File: src/rtl/atanh_search_4bit_pkg.sv
// Shared types, the forward tanh table and helpers for the 4-bit atanh search.
package atanh_pkg;

  localparam int CODE_W = 4;

  // F(k) = round(15*tanh(k/4)), k = 0..15
  localparam logic [CODE_W-1:0] TANH4_FWD [16] = '{
    4'd0,  4'd4,  4'd7,  4'd10, 4'd11, 4'd13, 4'd14, 4'd14,
    4'd14, 4'd15, 4'd15, 4'd15, 4'd15, 4'd15, 4'd15, 4'd15
  };

  typedef enum logic [1:0] {
    IDLE   = 2'd0,
    SEARCH = 2'd1,
    DONE   = 2'd2
  } state_t;

  function automatic logic [CODE_W-1:0] abs_diff4(input logic [CODE_W-1:0] a,
                                                  input logic [CODE_W-1:0] b);
    return (a > b) ? (a - b) : (b - a);
  endfunction

endpackage

File: src/rtl/atanh_search_4bit_if.sv
// Request/result handshake bundle of the atanh search block.
interface atanh_search_4bit_if;
  import atanh_pkg::*;

  logic              in_valid;
  logic              in_ready;
  logic [CODE_W-1:0] y_in;
  logic              out_valid;
  logic              out_ready;
  logic [CODE_W-1:0] x_out;
  logic [CODE_W-1:0] err_out;
  logic              busy;

  modport master (
    output in_valid, y_in, out_ready,
    input  in_ready, out_valid, x_out, err_out, busy
  );

  modport slave (
    input  in_valid, y_in, out_ready,
    output in_ready, out_valid, x_out, err_out, busy
  );

endinterface

File: src/rtl/atanh_search_4bit_tanh_q22_lut.sv
// Combinational forward tanh lookup F(idx); approximate forward circuits can replace this body.
module tanh_q22_lut
  import atanh_pkg::*;
(
  input  logic [CODE_W-1:0] idx,
  output logic [CODE_W-1:0] f
);

  assign f = TANH4_FWD[idx];

endmodule

File: src/rtl/atanh_search_4bit.sv
// Inverse 4-bit tanh: scans candidate x codes one per cycle and returns argmin |F(x)-y|.
//
// state  | meaning
// IDLE   | waiting for a request, in_ready high
// SEARCH | evaluating candidate idx, one per cycle
// DONE   | result presented on x_out/err_out until out_ready
module atanh_search_4bit
  import atanh_pkg::*;
#(
  parameter bit          EARLY_EXIT = 1'b1,
  parameter int unsigned LAST_IDX   = 15
)
(
  input  logic              clk,
  input  logic              rst,
  atanh_search_4bit_if.slave bus
);

  localparam logic [CODE_W-1:0] LAST_CODE = CODE_W'(LAST_IDX);

  state_t            state, state_nxt;
  logic [CODE_W-1:0] idx;
  logic [CODE_W-1:0] y_reg;
  logic [CODE_W-1:0] best_x, best_err;
  logic [CODE_W-1:0] x_q, err_q;
  logic [CODE_W-1:0] f_idx;
  logic [CODE_W-1:0] err;
  logic [CODE_W-1:0] cand_x, cand_err;
  logic              better;
  logic              stop;

  tanh_q22_lut u_lut (
    .idx (idx),
    .f   (f_idx)
  );

  // Strict compare keeps the earlier (smaller) x on ties.
  always_comb begin
    err      = abs_diff4(f_idx, y_reg);
    better   = (err < best_err);
    cand_x   = better ? idx : best_x;
    cand_err = better ? err : best_err;
    stop     = (EARLY_EXIT && (err == '0)) || (idx == LAST_CODE);
  end

  always_ff @(posedge clk or posedge rst) begin
    if (rst) begin
      state <= IDLE;
    end else begin
      state <= state_nxt;
    end
  end

  always_comb begin
    state_nxt = state;
    case (state)
      IDLE:    if (bus.in_valid) state_nxt = SEARCH;
      SEARCH:  if (stop)         state_nxt = DONE;
      DONE:    if (bus.out_ready) state_nxt = IDLE;
      default:                   state_nxt = IDLE;
    endcase
  end

  // Result registers are loaded only on the terminating candidate so the outputs
  // keep their previous values while a new search runs.
  always_ff @(posedge clk or posedge rst) begin
    if (rst) begin
      idx      <= '0;
      y_reg    <= '0;
      best_x   <= '0;
      best_err <= '0;
      x_q      <= '0;
      err_q    <= '0;
    end else begin
      if ((state == IDLE) && bus.in_valid) begin
        y_reg    <= bus.y_in;
        idx      <= '0;
        best_x   <= '0;
        best_err <= 4'hF;
      end else if (state == SEARCH) begin
        best_x   <= cand_x;
        best_err <= cand_err;
        if (stop) begin
          x_q   <= cand_x;
          err_q <= cand_err;
        end else begin
          idx <= idx + 4'd1;
        end
      end
    end
  end

  always_comb begin
    bus.in_ready  = (state == IDLE);
    bus.out_valid = (state == DONE);
    bus.busy      = (state != IDLE);
    bus.x_out     = x_q;
    bus.err_out   = err_q;
  end

endmodule

File: src/flat_wrapper.sv
// flat-port wrapper written by rule: the top's interface ports become plain ports
module atanh_search_4bit_flat import atanh_pkg::*;
#(
  parameter bit          EARLY_EXIT = 1'b1,
  parameter int unsigned LAST_IDX   = 15
)
  (clk, rst, bus_in_valid, bus_y_in, bus_out_ready, bus_in_ready, bus_out_valid, bus_x_out, bus_err_out, bus_busy);
  atanh_search_4bit_if bus_i ();
  input  logic clk;
  input  logic rst;
  input wire logic [$bits(bus_i.in_valid)-1:0] bus_in_valid;
  input wire logic [$bits(bus_i.y_in)-1:0] bus_y_in;
  input wire logic [$bits(bus_i.out_ready)-1:0] bus_out_ready;
  output wire logic [$bits(bus_i.in_ready)-1:0] bus_in_ready;
  output wire logic [$bits(bus_i.out_valid)-1:0] bus_out_valid;
  output wire logic [$bits(bus_i.x_out)-1:0] bus_x_out;
  output wire logic [$bits(bus_i.err_out)-1:0] bus_err_out;
  output wire logic [$bits(bus_i.busy)-1:0] bus_busy;
  assign bus_i.in_valid = bus_in_valid;
  assign bus_i.y_in = bus_y_in;
  assign bus_i.out_ready = bus_out_ready;
  assign bus_in_ready = bus_i.in_ready;
  assign bus_out_valid = bus_i.out_valid;
  assign bus_x_out = bus_i.x_out;
  assign bus_err_out = bus_i.err_out;
  assign bus_busy = bus_i.busy;
  atanh_search_4bit #(.EARLY_EXIT(EARLY_EXIT), .LAST_IDX(LAST_IDX)) u_core (.clk(clk), .rst(rst), .bus(bus_i));
endmodule
File: config.mk
export PLATFORM = sky130hd
export DESIGN_NAME = atanh_search_4bit_flat
export DESIGN_NICKNAME = d
export VERILOG_FILES = /design/src/rtl/atanh_search_4bit_pkg.sv /design/src/rtl/atanh_search_4bit_if.sv /design/src/rtl/atanh_search_4bit_tanh_q22_lut.sv /design/src/rtl/atanh_search_4bit.sv /design/src/flat_wrapper.sv
export SDC_FILE = /design/constraint.sdc
export NUM_CORES = 1
export LEC_CHECK = 0
export BUFFER_PORTS_ARGS = -buffer_cell sky130_fd_sc_hd__buf_2
export CAP_MARGIN = 10
export CORE_MARGIN = 3
export CORE_UTILIZATION = 40
export DETAILED_ROUTE_END_ITERATION = 7
export MAX_ROUTING_LAYER = met4
export RECOVER_POWER = 50
export SLEW_MARGIN = 20
export SYNTH_ARGS = -nofsm -noshare
export SYNTH_HDL_FRONTEND = slang
export SYNTH_SLANG_ARGS = --single-unit
export TNS_END_PERCENT = 30
File: constraint.sdc
create_clock -name clk -period 10.9 [get_ports clk]
set_input_delay 1.09 -clock clk [delete_from_list [all_inputs] [get_ports clk]]
set_output_delay 1.09 -clock clk [all_outputs]
set_load 0.01 [all_outputs]
==> impl_metrics.json, run 1 <==
{
  "outcome": "completed",
  "first_global_vias": 1351,
  "synthesis.yosys.warnings": 0,
  "critPathSlowestCell": "sky130_fd_sc_hd__nor3_2",
  "synthesis.nets": 201,
  "std_cell_rows": 23,
  "critical_path.startpoint": "u_core.idx[0]",
  "grt_overflow": 0,
  "clock_sink_count": 26,
  "rsz0062_at_grt": "no",
  "fin_nets": 219,
  "global_route.usage.met1_pct": 20.36,
  "grt_max_degree": 27,
  "cap_viol_max_count": 0,
  "syn_avg_cell_area_um2": 10.27,
  "root_buffer": "sky130_fd_sc_hd__clkbuf_8",
  "period_needed_ns": 4.920,
  "clk_pin_slew_worst_paths_ns": 0.10,
  "r2r_start": "u_core.idx[0]",
  "number_of_setup_buffers_added_after_cts": 0,
  "cp-start-kind": "flop",
  "num-fill-cells": 397,
  "max-slew-margin-rel_pct": 30.15,
  "port_buffers": 18,
  "rrSetupSlack_ns": 5.98,
  "crit_chain": "inv_1 -> ha_1 -> nand2_1 -> o32a_1 -> inv_1 -> ha_1 -> fa_1 -> nand2b_2 -> a211oi_2 -> mux2i_1 -> xor2_1 -> ha_1 -> a2111oi_0 -> nor3_2 -> mux2_2 -> mux2_4",
  "grt_pass1_wl_um": 6389,
  "grt_util_all_layers_pct": 15.84,
  "die-height_um": 73.05,
  "grt.busiest_layer": "met2",
  "viasPerCell": 5.421,
  "crit_path_end_kind": "flop",
  "ctsHoldBuffers": 0,
  "hold_path.class": "reg -> reg",
  "routed_wl_um": 3780,
  "commonest_cells_after_routing_fill_and_taps_aside": "26 x sky130_fd_sc_hd__dfrtp_1, 17 x sky130_fd_sc_hd__inv_1, 16 x sky130_fd_sc_hd__ha_1, 16 x sky130_fd_sc_hd__buf_2, 15 x sky130_fd_sc_hd__nand2_1",
  "numCtsBuffers": 3,
  "wl_per_cell_um": 15.62,
  "detail_route.first_pass.iterations": 4,
  "clk-insertion-delay-late_ns": 0.27,
  "synth.yosys.seq_area_share_pct": 36.19,
  "area_delta_synth_final_pct": 10.44,
  "multi_input_logic_area_um2": 1046,
  "core_um2": 4173,
  "critical_path_required_ns": 11.07,
  "cts_resized": 0,
  "postSynthCellCount": 175,
  "max_slew.worst_pin.slew_ns": 1.042,
  "dpl.hpwl_um": 2869,
  "vias": 1312,
  "drcViolationCount": 0,
  "layout_commonest_cell": "sky130_fd_sc_hd__dfrtp_1",
  "timing.final.setup_violations": 0,
  "clock-skew-final_ns": 0.009718,
  "critical_path.max_fanout": 19,
  "grt_antenna_before_repair": 0,
  "crit_path_frequent_cell": "sky130_fd_sc_hd__ha_1",
  "routabilityCongestion": 0.8282,
  "netlist_area_um2": 1798,
  "n_antenna_cell": 0,
  "count_of_nets_left_with_antenna_violations_after_detail_routing": 0,
  "critPathMaxStageDelay_ns": 0.87,
  "grt.met3_usage_pct": 2.893,
  "post_synth_num_cell_types": 39,
  "post-route-period-util_pct": 45.14,
  "worst-setup-path-type": "reg -> reg",
  "floorplan.initialDensity_pct": 43.09,
  "cts_buffer_depth": 2,
  "design.die.area_um2": 5336,
  "setup_total_negative_slack_ns": 0,
  "post_route_cells_drive_above_1_share_pct": 23.44,
  "boundaryPins": 19,
  "drt-initial-drc-count": 81,
  "clock_tree.htree_level_count": 1,
  "fmax_mhz": 203.2,
  "seqCellArea_um2": 650.6,
  "finalHoldViolCount": 0,
  "critPathArrivalTime_ns": 5.09,
  "whs_path_depth": 1,
  "grt.met2_usage_pct": 25.92,
  "worst_hold_startpoint": "u_core.y_reg[3]",
  "die_w_um": 73.05,
  "cts_tree": "yes",
  "reg2reg_depth": 16,
  "drv_slew": 0,
  "yosys_register_bits": 26
}
area by class of cell:
type	count	area share (%)
tap	50	3.151
clock buffer	3	2.079
timing repair buffer	18	4.411
inverter	18	3.403
clock inverter	1	1.512
multi-input combinational	126	52.68
sequential	26	32.77
logic make-up (layout without fill, tap and decap cells):
logic type      Yosys count  count (layout)  synth area share [%]
simple gates             45              45                 12.94
fa+ha+maj                18              18                 13.36
buf+inv                  23              40                 5.636
flops                    26              26                 36.19
mux                      23              23                 16.01
xor+xnor                  3               3                 1.462
compound gates           37              37                 14.41
final timing paths:
| path | to |
|---|---|
| max in group asynchronous | u_core.y_reg[2] |
| max reg2reg | u_core.bus.err_out[1] |
| min in group asynchronous | u_core.bus.x_out[2] |
| min reg2reg | u_core.y_reg[3] |
| min | u_core.y_reg[3] |
| max | u_core.bus.err_out[1] |
cell usage after synthesis:
cell,number,share of area [%]
sky130_fd_sc_hd__dfrtp_1,26,36
sky130_fd_sc_hd__inv_1,18,3.8
sky130_fd_sc_hd__ha_1,16,11
sky130_fd_sc_hd__nand2_1,15,3.1
sky130_fd_sc_hd__o21ai_0,11,3.1
sky130_fd_sc_hd__mux2_2,10,6.3
sky130_fd_sc_hd__mux2_4,9,7.5
sky130_fd_sc_hd__nor2_1,9,1.9
sky130_fd_sc_hd__a22o_1,8,3.9
sky130_fd_sc_hd__a21oi_1,6,1.7
sky130_fd_sc_hd__nand2b_1,5,1.7
sky130_fd_sc_hd__mux2i_1,4,2.2
sky130_fd_sc_hd__nand3_1,4,1.1
sky130_fd_sc_hd__clkbuf_1,3,0.63
sky130_fd_sc_hd__xor2_1,3,1.5
sky130_fd_sc_hd__buf_6,2,1.3
sky130_fd_sc_hd__fa_1,2,2.2
sky130_fd_sc_hd__nand3b_1,2,0.83
sky130_fd_sc_hd__o21bai_1,2,0.83
sky130_fd_sc_hd__a2111oi_0,1,0.49
sky130_fd_sc_hd__a211oi_1,1,0.42
sky130_fd_sc_hd__a211oi_2,1,0.70
sky130_fd_sc_hd__a21oi_2,1,0.49
sky130_fd_sc_hd__a22oi_1,1,0.42
sky130_fd_sc_hd__and4_4,1,0.63
sky130_fd_sc_hd__nand2_2,1,0.35
sky130_fd_sc_hd__nand2b_2,1,0.49
sky130_fd_sc_hd__nand4_1,1,0.35
sky130_fd_sc_hd__nor2b_1,1,0.35
sky130_fd_sc_hd__nor3_1,1,0.28
sky130_fd_sc_hd__nor3_2,1,0.56
sky130_fd_sc_hd__nor4_1,1,0.35
sky130_fd_sc_hd__nor4bb_1,1,0.56
sky130_fd_sc_hd__o211ai_1,1,0.42
sky130_fd_sc_hd__o311a_1,1,0.56
sky130_fd_sc_hd__o31a_1,1,0.49
sky130_fd_sc_hd__o31ai_1,1,0.42
sky130_fd_sc_hd__o32a_1,1,0.56
sky130_fd_sc_hd__or3_1,1,0.35
worst max-delay path, delay by kind of cell (launching register included):
family,cells,cell delay [ns]
compound gates,3,0.70
xor+xnor,1,0.25
fa+ha+maj,4,1.06
buf+inv,2,0.19
flops,1,0.47
mux,3,0.98
simple gates,3,1.17
through the flow:
stage	utilization (%)	area (µm²)	instances	setup slack [ns]	hold slack [ns]
floorplan	-	1798	175	6.832	0.4730
finish	47.59	1986	242	5.980	0.5125
global route	47.59	1986	242	5.562	0.5316
detailed placement	45.94	1917	238	6.016	0.4908
global placement	45.94	1917	238	6.184	0.4910
CTS	47.65	1988	242	5.973	0.5153
layer usage:
metal / vias up / wire, µm
li1: 650 / -
met4: 0 / 36
met5: - / 0
met3: 4 / 166
met1: 621 / 1716
met2: 37 / 1860
Power of run 1 is left out: the tool's default activity adds up to more than one toggle a clock period on the data nets, which glitch-free logic cannot reach.
==> run 2, diff against run 1 <==
--- a/config.mk
+++ b/config.mk
@@ -5,6 +5,7 @@
 export SDC_FILE = /design/constraint.sdc
 export NUM_CORES = 1
 export LEC_CHECK = 0
+export ABC_AREA = 1
 export BUFFER_PORTS_ARGS = -buffer_cell sky130_fd_sc_hd__buf_2
 export CAP_MARGIN = 10
 export CORE_MARGIN = 3
==> constraint.sdc (replaced) <==
create_clock -name clk -period 4.95 [get_ports clk]
set_input_delay 0.495 -clock clk [delete_from_list [all_inputs] [get_ports clk]]
set_output_delay 0.495 -clock clk [all_outputs]
set_load 0.01 [all_outputs]
==> impl_metrics.json, run 2 <==
{
  "critPathSlowestCell": "sky130_fd_sc_hd__dfrtp_1",
  "routed.top_layer": "met4",
  "cp.depth": 20,
  "post_layout_nonfiller_instances": 276,
  "cap_viol_max_count": 0,
  "postSynthCellCount": 209,
  "termination_of_the_worst_setup_path": "u_core.best_x[2]",
  "area_delta_synth_final_pct": 10.58,
  "post_route_cells_drive_above_1_share_pct": 15.93,
  "drt-initial-drc-count": 107,
  "boundaryPins": 19,
  "clock-skew-final_ns": 0.004339,
  "yosys_register_bits": 26,
  "die_w_um": 71.25,
  "max-slew-margin-rel_pct": 33.70,
  "root_buffer": "sky130_fd_sc_hd__clkbuf_8",
  "synth_ff_type": "sky130_fd_sc_hd__dfrtp_1",
  "netlist_area_um2": 1703,
  "port_buffers": 18,
  "ctsHoldBuffers": 0,
  "cts_buffer_depth": 2,
  "hold_path.class": "in -> reg",
  "grt_antenna_before_repair": 0,
  "drv_slew": 0,
  "die-height_um": 71.25,
  "count_of_nets_left_with_antenna_violations_after_detail_routing": 0,
  "synth_enable_flop_cells": 0,
  "clk_pin_slew_worst_paths_ns": 0.09,
  "layout_commonest_cell": "sky130_fd_sc_hd__nand2_1",
  "critPathMaxStageDelay_ns": 0.49,
  "period_needed_ns": 3.655,
  "met1Wirelength_um": 1531,
  "reg2reg_depth": 20,
  "post-route-period-util_pct": 73.84,
  "numCtsBuffers": 3,
  "number_of_setup_buffers_added_after_cts": 0,
  "detail_route.first_pass.iterations": 4,
  "synth_area_leader_cell": "sky130_fd_sc_hd__dfrtp_1",
  "grt_overflow": 0,
  "wl_per_cell_um": 11.36,
  "critical_path.startpoint": "u_core.idx[0]",
  "clock_sink_count": 26,
  "design.die.area_um2": 5076,
  "critical_path.max_fanout": 14,
  "dpl.hpwl_um": 2380,
  "std_cell_rows": 23,
  "synthDominantCellAreaShare_pct": 38.21,
  "dr_wl_met2_um": 1417,
  "cp_num_buf_inv": 5,
  "synthTopCellsByArea": "sky130_fd_sc_hd__dfrtp_1 38%, sky130_fd_sc_hd__ha_1 12%, sky130_fd_sc_hd__nand2_1 9.7%, sky130_fd_sc_hd__inv_1 8.4%, sky130_fd_sc_hd__o21ai_2 4.1%",
  "n_antenna_cell": 0,
  "timing.final.setup_violations": 0,
  "whs_path_depth": 2,
  "critical_path_required_ns": 5.10,
  "commonest_cells_after_routing_fill_and_taps_aside": "44 x sky130_fd_sc_hd__nand2_1, 38 x sky130_fd_sc_hd__inv_1, 26 x sky130_fd_sc_hd__dfrtp_1",
  "core_um2": 4058,
  "timing.rr.end": "u_core.best_x[2]",
  "outcome": "completed",
  "crit_chain": "inv_1 -> ha_1 -> inv_1 -> nor2_1 -> o21a_1 -> ha_1 -> fa_1 -> inv_1 -> nand3_2 -> nand2_2 -> nand2_2 -> inv_1 -> nand2_1 -> nand2_1 -> inv_1 -> ha_1 -> a21oi_1 -> nand2_1 -> o21ai_0 -> o22ai_1",
  "floorplan.initialDensity_pct": 41.97,
  "synth.yosys.seq_area_share_pct": 38.21,
  "crit_path_frequent_cell": "sky130_fd_sc_hd__inv_1",
  "post_synth_num_cell_types": 26,
  "synthesis.nets": 235,
  "drcViolationCount": 0,
  "first_global_vias": 1195,
  "r2r_start": "u_core.idx[0]",
  "seqCellArea_um2": 650.6,
  "cts_resized": 0,
  "viasPerCell": 4.764,
  "syn_avg_cell_area_um2": 8.148,
  "multi_input_logic_area_um2": 872.1,
  "fin_nets": 253,
  "worst-setup-path-type": "reg -> reg",
  "routed_wl_um": 3136,
  "clk-insertion-delay-late_ns": 0.28,
  "grt_util_all_layers_pct": 14.26,
  "rrSetupSlack_ns": 1.30,
  "numPlacedInstances": 272,
  "clock_tree.htree_level_count": 1,
  "yosys-top-cells-count": "44 x sky130_fd_sc_hd__nand2_1, 38 x sky130_fd_sc_hd__inv_1, 26 x sky130_fd_sc_hd__dfrtp_1, 16 x sky130_fd_sc_hd__ha_1",
  "fmax_mhz": 273.6,
  "critPathArrivalTime_ns": 3.80,
  "rsz0062_at_grt": "no",
  "synthesis.yosys.warnings": 0,
  "setup_total_negative_slack_ns": 0,
  "routabilityCongestion": 0.7896,
  "num-fill-cells": 403,
  "finalHoldViolCount": 0,
  "grt_pass1_wl_um": 5685,
  "yosysMostFrequentCell": "sky130_fd_sc_hd__nand2_1",
  "cp-start-kind": "flop",
  "crit_path_end_kind": "flop",
  "cts_tree": "yes",
  "timing.critical_path.max_delay_family": "adder cells",
  "grt_max_degree": 27,
  "ys_async_sr_fraction_pct": 100.0,
  "max_slew.worst_pin.slew_ns": 0.9934,
  "dr_wl_met3_um": 168,
  "vias": 1315
}
-- run 2: kinds of logic (layout without fill, tap and decap cells) --
family / Yosys count / after routing / share of synthesized area [%]
xor+xnor: 2 / 2 / 1.029
flops: 26 / 26 / 38.21
compound gates: 37 / 37 / 13.67
buf+inv: 43 / 60 / 10.58
simple gates: 83 / 83 / 22.41
fa+ha+maj: 18 / 18 / 14.11
-- run 2: worst min-delay path by stage --
stage | slack, ns | end | from
2_1_floorplan | 0.47 | u_core.state[1] | u_core.state[0]
3_3_place_gp | 0.45 | u_core.bus.err_out[1] | u_core.bus.err_out[1]
3_5_place_dp | 0.45 | u_core.bus.err_out[1] | u_core.bus.err_out[1]
4_1_cts | 0.37 | u_core.state[1] | bus_out_ready
5_1_grt | 0.38 | u_core.state[1] | bus_out_ready
6_report | 0.38 | u_core.state[1] | bus_out_ready
-- run 2: routing by layer --
metal  up-vias  track usage, %
met5         -               -
met1       588           20.09
met2        30           21.22
met3         2           3.366
li1        695               -
met4         0           2.505
-- run 2: metrics by stage --
stage	hold slack (ns)	area, µm²	util, %	setup slack, ns
finish	0.3777	1883	46.41	1.295
global route	0.3824	1883	46.41	0.9062
CTS	0.3715	1889	46.56	1.294
detailed placement	0.4549	1818	44.80	1.326
global placement	0.4515	1818	44.80	1.360
floorplan	0.4739	1703	-	1.700
-- run 2: cell type report --
cell class | instances | area share [%]
Sequential cell | 26 | 34.55
Timing Repair Buffer | 18 | 4.452
Clock inverter | 1 | 1.595
Tap cell | 50 | 3.322
Clock buffer | 3 | 2.193
Inverter | 38 | 7.575
Multi-Input combinational cell | 140 | 46.31
Power of run 2 is left out for the same reason.
==> run 3, diff against run 2 <==
==> constraint.sdc (replaced) <==
create_clock -name clk -period 3.1 [get_ports clk]
set_input_delay 0.31 -clock clk [delete_from_list [all_inputs] [get_ports clk]]
set_output_delay 0.31 -clock clk [all_outputs]
set_load 0.01 [all_outputs]
==> impl_metrics.json, run 3 (same netlist as run 2, synthesis figures left out) <==
{
  "outcome": "completed",
  "std_cell_rows": 23,
  "layout_commonest_cell": "sky130_fd_sc_hd__nand2_1",
  "root_buffer": "sky130_fd_sc_hd__clkbuf_8",
  "hold_path.class": "in -> async",
  "rsz0062_at_grt": "yes",
  "die_w_um": 71.25,
  "clock-skew-final_ns": 0.005204,
  "critPathMaxStageDelay_ns": 0.44,
  "post-route-period-util_pct": 99.83,
  "timing.final.setup_violations": 0,
  "count_of_nets_left_with_antenna_violations_after_detail_routing": 0,
  "post_route_cells_drive_above_1_share_pct": 41.22,
  "numCtsBuffers": 3,
  "fin_nets": 272,
  "die-height_um": 71.25,
  "post_layout_nonfiller_instances": 295,
  "dpl.hpwl_um": 2508,
  "finalHoldViolCount": 0,
  "port_buffers": 18,
  "clk-insertion-delay-late_ns": 0.28,
  "commonest_cells_after_routing_fill_and_taps_aside": "36 x sky130_fd_sc_hd__nand2_1, 31 x sky130_fd_sc_hd__inv_1, 24 x sky130_fd_sc_hd__dfrtp_1",
  "grt_overflow": 0,
  "grt_util_all_layers_pct": 13.92,
  "critPathSlowestCell": "sky130_fd_sc_hd__dfrtp_2",
  "critPathArrivalTime_ns": 3.24,
  "core_um2": 4058,
  "first_global_vias": 1246,
  "fmax_mhz": 323.1,
  "crit_path_end_kind": "flop",
  "clock_sink_count": 26,
  "grt_max_degree": 27,
  "viasPerCell": 4.732,
  "grt_antenna_before_repair": 0,
  "critical_path_required_ns": 3.24,
  "cap_viol_max_count": 0,
  "num-fill-cells": 377,
  "grt_pass1_wl_um": 5595,
  "reg2reg_depth": 22,
  "cp-start-kind": "flop",
  "boundaryPins": 19,
  "detail_route.first_pass.iterations": 4,
  "crit_chain": "inv_4 -> ha_4 -> inv_2 -> nor2_1 -> o21ai_1 -> o21a_1 -> ha_2 -> fa_2 -> inv_2 -> nand3_2 -> nand2_2 -> nand2_4 -> nand2_4 -> nand2_4 -> ha_4 -> a21oi_2 -> nand3b_1 -> nand2_4 -> buf_6 -> nand2_4 -> o21ai_2 -> a22oi_1",
  "floorplan.initialDensity_pct": 41.97,
  "ctsHoldBuffers": 0,
  "crit_path_frequent_cell": "sky130_fd_sc_hd__nand2_4",
  "design.die.area_um2": 5076,
  "area_delta_synth_final_pct": 32.70,
  "routabilityCongestion": 0.7831,
  "cts_tree": "yes",
  "n_antenna_cell": 0,
  "cts_buffer_depth": 2,
  "wl_per_cell_um": 11.69,
  "critical_path.max_fanout": 5,
  "max_slew.worst_pin.slew_ns": 0.9138,
  "period_needed_ns": 3.095,
  "routed_wl_um": 3450,
  "number_of_setup_buffers_added_after_cts": 0,
  "clock_tree.htree_level_count": 1,
  "vias": 1396,
  "drt-initial-drc-count": 76,
  "drv_slew": 0,
  "numPlacedInstances": 290,
  "worst-setup-path-type": "reg -> reg",
  "clk_pin_slew_worst_paths_ns": 0.10,
  "drcViolationCount": 0,
  "max-slew-margin-rel_pct": 38.70
}
run 3: cell count changes in the layout (fill, tap and decap cells not counted), sizes merged:
cell	delta
clkbuf	-4
clkinv	+1
inv	-1
buf	+23
run 3: stage by stage:
stage / hold slack, ns / setup TNS (ns) / instance area [µm²] / setup WS, ns / util, %
global route: 0.1632 / -2.591 / 2260 / -0.2170 / 55.69
CTS: 0.1961 / 0 / 2090 / 0.002217 / 51.50
detailed placement: 0.4541 / -0.4031 / 1979 / -0.07550 / 48.78
floorplan: 0.3499 / 0 / 1739 / 0.01688 / -
finish: 0.1017 / 0 / 2260 / 0.005363 / 55.69
global placement: 0.4520 / -0.07058 / 1979 / -0.02208 / 48.78
run 3: cell type report:
type	instances	area, µm²	share of cell area (%)
flip-flops and latches	26	653.1	28.90
multi-input cells	140	1066	47.18
well taps	50	62.56	2.769
clock buffers	3	41.29	1.827
inverters	38	145.1	6.423
clock inverters	1	30.03	1.329
repair buffers	37	261.5	11.57
run 3: worst paths after layout:
| check | endpoint | slack (ns) | startpoint |
|---|---|---|---|
| max | u_core.best_err[2] | 0.005 | u_core.idx[0] |
| min | u_core.idx[2] | 0.10 | rst |
| max reg2reg | u_core.best_err[2] | 0.005 | u_core.idx[0] |
| min reg2reg | u_core.bus.err_out[1] | 0.48 | u_core.bus.err_out[1] |
| max in group asynchronous | u_core.idx[1] | 2.54 | rst |
| min in group clk | u_core.state[1] | 0.20 | bus_out_ready |
run 3: worst max-delay path: cells and delay by family (launching register included):
| kind | cells | cell delay (ns) |
|---|---|---|
| buffers and inverters | 4 | 0.30 |
| flip-flops | 1 | 0.44 |
| adder cells (fa/ha/maj) | 4 | 0.94 |
| AO/OA/AOI/OAI | 5 | 0.43 |
| AND/OR/NAND/NOR | 9 | 0.85 |
run 3: per-layer routing:
metal  GRT usage (%)  wire length [µm]  up-vias  share of wire (%)
met5               -                 0        -                  0
met4           3.132                31        0               0.90
met3           2.945               104        4                3.0
met2           21.84              1642       23                 48
met1           18.58              1671      630                 48
li1                -                 -      739                  -
run 3: what timing repair did:
| action | 4_1_cts | 5_1_grt |
|---|---|---|
| endpoints found under the setup margin | 13 | 14 |
| cloned | 0 | 1 |
| gates resized for setup | 10 | 37 |
| pin swaps | 3 | 20 |
Power of run 3 is left out for the same reason.
